<file path="config.mk">
export PLATFORM = sky130hd
export DESIGN_NAME = mega_div_seq
export DESIGN_NICKNAME = d
export VERILOG_FILES = /design/src/rtl/mega_div_seq.sv
export SDC_FILE = /design/constraint.sdc
export NUM_CORES = 1
export LEC_CHECK = 0
export ABC_AREA = 1
export CORE_ASPECT_RATIO = 0.7
export CORE_MARGIN = 4
export CORE_UTILIZATION = 24
export DETAILED_ROUTE_END_ITERATION = 12
export PLACE_DENSITY = 0.46
export SLEW_MARGIN = 15
export SYNTH_ARGS = -nofsm -noshare
export SYNTH_HDL_FRONTEND = slang
export SYNTH_SLANG_ARGS = --single-unit
</file>
<file path="constraint.sdc">
create_clock -name clk -period 2.1 [get_ports clk]
set_clock_uncertainty 0.1 [all_clocks]
set_input_delay 0.315 -clock clk [delete_from_list [all_inputs] [get_ports clk]]
set_output_delay 0.315 -clock clk [all_outputs]
set_load 0.1 [all_outputs]
</file>
<file path="src/rtl/mega_div_seq.sv">
// mega_div_seq: iterative restoring divider, signed/unsigned, start/busy/done handshake.
module mega_div_seq #(
    parameter int WIDTH = 16
) (
    input  logic             clk,
    input  logic             rst_n,
    input  logic             start,
    input  logic             signed_op,
    input  logic [WIDTH-1:0] dividend,
    input  logic [WIDTH-1:0] divisor,
    output logic             busy,
    output logic             done,
    output logic [WIDTH-1:0] quotient,
    output logic [WIDTH-1:0] remainder,
    output logic             div_zero
);
    localparam int CW = $clog2(WIDTH);
    typedef enum logic [1:0] {IDLE, RUN, FIX, ZERO} state_t;
    state_t state, state_nxt;
    logic [CW-1:0] count;
    logic [WIDTH-1:0] a, b, p;
    logic [WIDTH:0] p_shift;
    logic ge, neg_q, neg_r;
    always_ff @(posedge clk or negedge rst_n)
        if (!rst_n) state <= IDLE;
        else state <= state_nxt;
    always_comb begin
        state_nxt = state;
        case (state)
            IDLE: state_nxt = !start ? IDLE : (divisor == '0 ? ZERO : RUN);
            RUN: state_nxt = count == CW'(WIDTH - 1) ? FIX : RUN;
            default: state_nxt = IDLE;
        endcase
    end
    assign busy = state != IDLE;
    assign p_shift = {p, a[WIDTH-1]};
    assign ge = p_shift >= {1'b0, b};
    always_ff @(posedge clk or negedge rst_n)
        if (!rst_n) begin
            {a, b, p, count, neg_q, neg_r} <= '0;
            {quotient, remainder, div_zero, done} <= '0;
        end else begin
            done <= state == FIX || state == ZERO;
            case (state)
                IDLE: if (start) begin
                    // a holds the raw dividend on the zero path so ZERO can return it unmodified
                    a <= divisor == '0 ? dividend : (signed_op && dividend[WIDTH-1] ? -dividend : dividend);
                    b <= signed_op && divisor[WIDTH-1] ? -divisor : divisor;
                    neg_q <= signed_op && (dividend[WIDTH-1] ^ divisor[WIDTH-1]);
                    neg_r <= signed_op && dividend[WIDTH-1];
                    p <= '0;
                    count <= '0;
                end
                RUN: begin
                    p <= ge ? WIDTH'(p_shift - {1'b0, b}) : p_shift[WIDTH-1:0];
                    a <= {a[WIDTH-2:0], ge};
                    count <= count + 1'b1;
                end
                FIX: begin
                    quotient <= neg_q ? -a : a;
                    remainder <= neg_r ? -p : p;
                    div_zero <= 1'b0;
                end
                default: begin
                    quotient <= '1;
                    remainder <= a;
                    div_zero <= 1'b1;
                end
            endcase
        end
endmodule

</file>
# [Yosys cells after proc, flatten, opt, wreduce, memory -nomap -nowiden]
# Index checks and enable logic that the tools add are counted.
[classes] add_sub_neg=6 mul=0 div_mod_pow=0 magnitude_cmp=1 eq_ne=5 shift=0 n_mux=19 bitwise=1 n_reduce_logical=11
[op_table] cell="$mux W16" n=8
[op_table] cell="$pmux W16 S2" n=4
[op_table] cell="$neg A16 Y16" n=4
[op_table] cell="$ge A17 B16 Y1" n=1
[op_table] cell="$logic_not A16 Y1" n=1
[op_table] cell="$sub A16 B16 Y16" n=1
[op_table] cell="$pmux W4 S2" n=1
[op_table] cell="$mux W2" n=3
[op_table] cell="$add A4 B1 Y4 const B" n=1
[op_table] cell="$eq A2 B2 Y1 const B" n=2
[op_table] cell="$eq A4 B4 Y1 const B" n=1
[op_table] cell="$mux W4" n=1
[op_table] cell="$pmux W2 S2" n=1
[op_table] cell="$reduce_and A2 Y1" n=2
[op_table] cell="$reduce_bool A2 Y1" n=2
[op_table] cell="$logic_and A1 B1 Y1" n=3
[op_table] cell="$eq A2 B1 Y1 const B" n=1
[op_table] cell="$logic_not A2 Y1" n=1
[op_table] cell="$ne A2 B2 Y1 const B" n=1
[op_table] cell="$pmux W1 S2" n=1
[op_table] cell="$reduce_or A2 Y1" n=1
[op_table] cell="$logic_or A1 B1 Y1" n=1
[op_table] cell="$xor A1 B1 Y1" n=1
[totals] regBits=90 latchBits=0 ram_bits=0 romBits=0 inputBits=36 output_inout_bits=35 n_memories=0

# [Logic depth before layout (Yosys ltp)]
[logic_depth] word_depth=5 depth_mapped=14 ltp_nobuf=14

# [Worst setup path before layout]
# Ideal clock, no wire load.
[synth_timing] path_type="register to register" start="register a[15]" end="register p[8]" setup_time_ps=118 arrival_ps=1752 path_slack_ps=129 stages_incl_launch_ff=12 path_cell_list="dfrtp_1 -> inv_1 -> ha_1 -> inv_1 -> fa_1 -> nand3_1 -> nand3_1 -> a21oi_1 -> xor2_1 -> nand2_1 -> nand3_1 -> nand2_1"
[synth_between] elab_chain_len=3 elab_cells_between_ends=4
[synth_lines] element="from (decl)" line_no="21" source="logic [WIDTH-1:0] a, b, p;"
[synth_lines] element="from (signal assigned)" line_no="47" source="a <= divisor == '0 ? dividend : (signed_op && dividend[WIDTH-1] ? -dividend : dividend);"
[synth_lines] element="from (signal assigned)" line_no="56" source="a <= {a[WIDTH-2:0], ge};"
[synth_lines] element="$sub A16 B16 Y16 or $ge A17 B16 Y1 (tied branches)" line_no="55, 37"
[synth_lines] element="$mux W16 (*)" line_no="55" source="p <= ge ? WIDTH'(p_shift - {1'b0, b}) : p_shift[WIDTH-1:0];"
[synth_lines] element="$pmux W16 S2 (*)" line_no="44" source="case (state)"
[synth_lines] element="to (signal assigned)" line_no="55"
[synth_lines] element="to (decl)" line_no="21"
# Every way passes the cells marked *; elsewhere a longest branch is shown, timed or not.
# A chain may end at the register's enable or synchronous reset.

# [Worst setup path in the final report]
[layout_timing] start="register p[1]" end="register p[2]"
[layout_between] elab_chain_len=3 elab_cells_between_ends=4
[layout_lines] element="$sub A16 B16 Y16 or $ge A17 B16 Y1 (tied branches)" line_no="55, 37"
[layout_lines] element="$mux W16 (*)" line_no="55"
[layout_lines] element="$pmux W16 S2 (*)" line_no="44"
# Marks and branches as above.

==> flow_summary_export.csv <==
group,metric,value,unit
run_status,status,"finished clean",
die,rows,49,
cells_and_area,drive_gt1_frac,0.219,
route,finalWirelength,23.1,mm
timing,holdWs,329,ps
route,drt_iter0_drc,500,
timing,post-route-period-util,0.965,
global_routing,antenna_found_initial,0,
cells_and_area,postLayoutCellArea,0.00898,mm²
timing,period_needed,2030,ps
cts,cts_sinks,90,
synth,synth_cell_type_count,44,
critical_path,max_stage_delay,430,ps
placed_design,place_inst,1477,
cts,path_clk_slew,70,ps
route,postRouteAntennaNets,0,
critical_path,path_class,"register to register",
synth,syn_area_per_cell,6.59,µm²
die,initial_utilization,0.247,
cells_and_area,antennaDiodeCount,0,
synth,syn_inst,976,
critical_path,critPathRequiredTime,2240,ps
synth,synth_top_cell_by_area,"dfrtp_1",
global_routing,groute.usage.overall,0.152,
route,wl_per_cell,15.4,µm
route,vias_per_cell,4.54,
global_routing,grt_pass1_vias,6492,
placed_design,dpl_cell_area,0.00821,mm²
cells_and_area,area_growth,39.7,%
route,drcViolationCount,0,
synth,synthesis.area,0.00643,mm²
timing,final_max_slew_viol_count,0,
critical_path,worst_path_max_delay_cell,"dfrtp_1",
critical_path,cp_max_fo,5,
global_routing,gr-total-overflow,0,
timing,report.final.hold_viol_count,0,
placed_design,gp_congestion,0.899,
global_routing,grt_pass1_wl,35.7,mm
die,die-area,0.0295,mm²
placed_design,portBuffers,70,
die,die_y,145,µm
critical_path,path_cells,"ha_4 -> nand2_2 -> nor2_4 -> nand3_2 -> o21ai_2 -> nor2_4 -> buf_12 -> nand2_8 -> buf_12 -> nand2_1 -> nand3_1 -> nand2_1",
job,maxCapViolCount,0,
global_routing,grt_max_degree,36,
synth,yosysWarnings,0,
synth,yosys.area.top_type_share,0.350,
die,die_w,204,µm
cells_and_area,multi_input_area,0.00388,mm²
cts,cts_max_path_buffers,2,
cells_and_area,finalNonFillerCells,1503,
cells_and_area,fill_cells,2835,
route,via_count,6823,
timing,maxSlewHeadroom,0.657,
critical_path,r2r-start,"p[1]$_DFFE_PN0P_",
cells_and_area,final-seq-area,0.00225,mm²
cts,cts-buffers-inserted,9,
placed_design,dpl.hpwl,18.2,mm
timing,finalSetupViolCount,0,
critical_path,endpoint_kind,"register",
cts,cts_tree,"yes",
synth,yosysSeqAreaShare,0.350,
timing,rsz0062_at_grt,"true",
cells_and_area,nets,1199,
timing,worst_slew_pin_slew,514,ps
synth,ys_ff_latch,90,
synth,synthTopCellsByArea,"dfrtp_1 35%, nand2_1 17%, nand3_1 9.3%",
die,ios,71,
die,core,0.0260,mm²
critical_path,cp-startpoint,"p[1]$_DFFE_PN0P_",
route,drtPass1Iterations,5,
timing,max_freq,493,MHz
cts,clock-root-buffer,"clkbuf_16",
worst_hold_path,hold_path.class,"primary input to async pin",
synth,synth_nets,1034,
critical_path,start_kind,"register",
critical_path,crit_arrival,2170,ps
cts,clk_latency,360,ps
cts,cts_max_level,3,
==> metrics by stage <==
step / utilization / setup TNS (ps) / worst slack (ps)
floorplan: - / 0 / 129
global placement: 0.316 / -1550 / -86.1
detailed placement: 0.316 / -1500 / -118
global route: 0.345 / -205 / -37.6
finish: 0.345 / 0 / 73.2
CTS: 0.328 / 0 / 2.05
==> placed cells by master (no fill, tap or decap), types with 3 or more instances in the layout <==
cell	n
nand2_1	288
a21oi_1	43
ha_1	4
a22oi_1	5
buf_12	8
nor2_1	74
nand4_1	16
xnor2_1	6
nand3_2	11
clkbuf_16	10
a21oi_2	3
o21ai_0	54
o221ai_1	5
nor2_4	3
o22ai_1	3
buf_4	136
nand2_4	4
inv_1	119
or2_2	3
ha_4	16
nor2_2	12
nor3_1	11
dfrtp_1	88
inv_2	16
clkdlybuf4s50_1	34
nand3_1	112
nand2_2	10
xor2_1	13
==> registers in the layout (all words and copies together), names as in the netlist <==
| signal | flops |
|---|---|
| a | 16 |
| neg_q | 1 |
| div_zero | 1 |
| state | 2 |
| p | 16 |
| b | 16 |
| remainder | 16 |
| neg_r | 1 |
| count | 4 |
| quotient | 16 |
| done | 1 |
==> area by class of cell <==
class,count,area share
Clock buffer,10,0.0255
Clock inverter,6,0.00641
Inverter,136,0.0571
Multi-Input combinational cell,721,0.432
Sequential cell,90,0.251
Tap cell,357,0.0497
Timing Repair Buffer,183,0.178
==> critical path, delay by kind of cell (launching register included) <==
kind            cells  cell delay, ps
compound gates      1             190
fa+ha+maj           1             320
buf+inv             2             250
flops               1             430
simple gates        8             630
==> final timing paths <==
kind / endpoint / slack, ps / cells past startpoint
min in group clk: div_zero$_DFFE_PN0N_ / 380 / 2
max in group asynchronous: quotient[13]$_DFFE_PN0N_ / 980 / 3
worst max-delay path: p[2]$_DFFE_PN0P_ / 70 / 12
worst max register to register: p[2]$_DFFE_PN0P_ / 70 / 12
worst min-delay path: remainder[13]$_DFFE_PN0N_ / 330 / 2
worst min register to register: div_zero$_DFFE_PN0N_ / 380 / 2
==> Yosys cell counts <==
master and count:
nand2_1 299, inv_1 132, nand3_1 120, dfrtp_1 90, nor2_1 83, o21ai_0 55, a21oi_1 46, ha_1 21
nand4_1 16, clkbuf_1 15, xor2_1 13, nor3_1 11, buf_2 10, xnor2_1 6, a22oi_1 5, nor2_2 5
o221ai_1 5, inv_2 4, nand3_2 3, o22ai_1 3, or2_2 3, and2_1 2, buf_1 2, buf_6 2
nand2_2 2, o211ai_1 2, o21ai_2 2, o21bai_1 2, o31ai_1 2, a21boi_0 1, a22o_1 1, a31o_2 1
a31oi_1 1, buf_4 1, fa_1 1, mux2i_1 1, nand2_4 1, nand3b_1 1, nor2_4 1, nor3_2 1
o21a_1 1, o21ai_1 1, o32ai_1 1, or2_0 1
==> metal layers <==
metal	GRT usage	vias to the layer above	share of wire
li1	-	3490	-
met1	0.257	3105	0.55
met2	0.193	217	0.37
met3	0.0288	11	0.066
met4	0.0286	0	0.0067
met5	0	-	0
==> cells by family (layout without fill, tap and decap cells) <==
family | Yosys count | in the layout | share of synthesized area
fa+ha+maj | 22 | 22 | 0.0440
flops | 90 | 90 | 0.350
buf+inv | 166 | 335 | 0.102
simple gates | 549 | 550 | 0.364
xor+xnor | 19 | 19 | 0.0259
mux | 1 | 1 | 0.00156
compound gates | 129 | 129 | 0.112
==> repair_timing <==
item / in CTS / in global routing
buffers inserted: 0 / 7
resized for setup: 8 / 70
setup endpoints to repair: 17 / 23
hold buffers: 1 / 0
gates cloned: 0 / 2
pin swaps: 0 / 15
hold endpoints to repair: 20 / 0
Power is not shown: default switching activity piles up to over one toggle a cycle in this logic, so the estimate is an artifact.
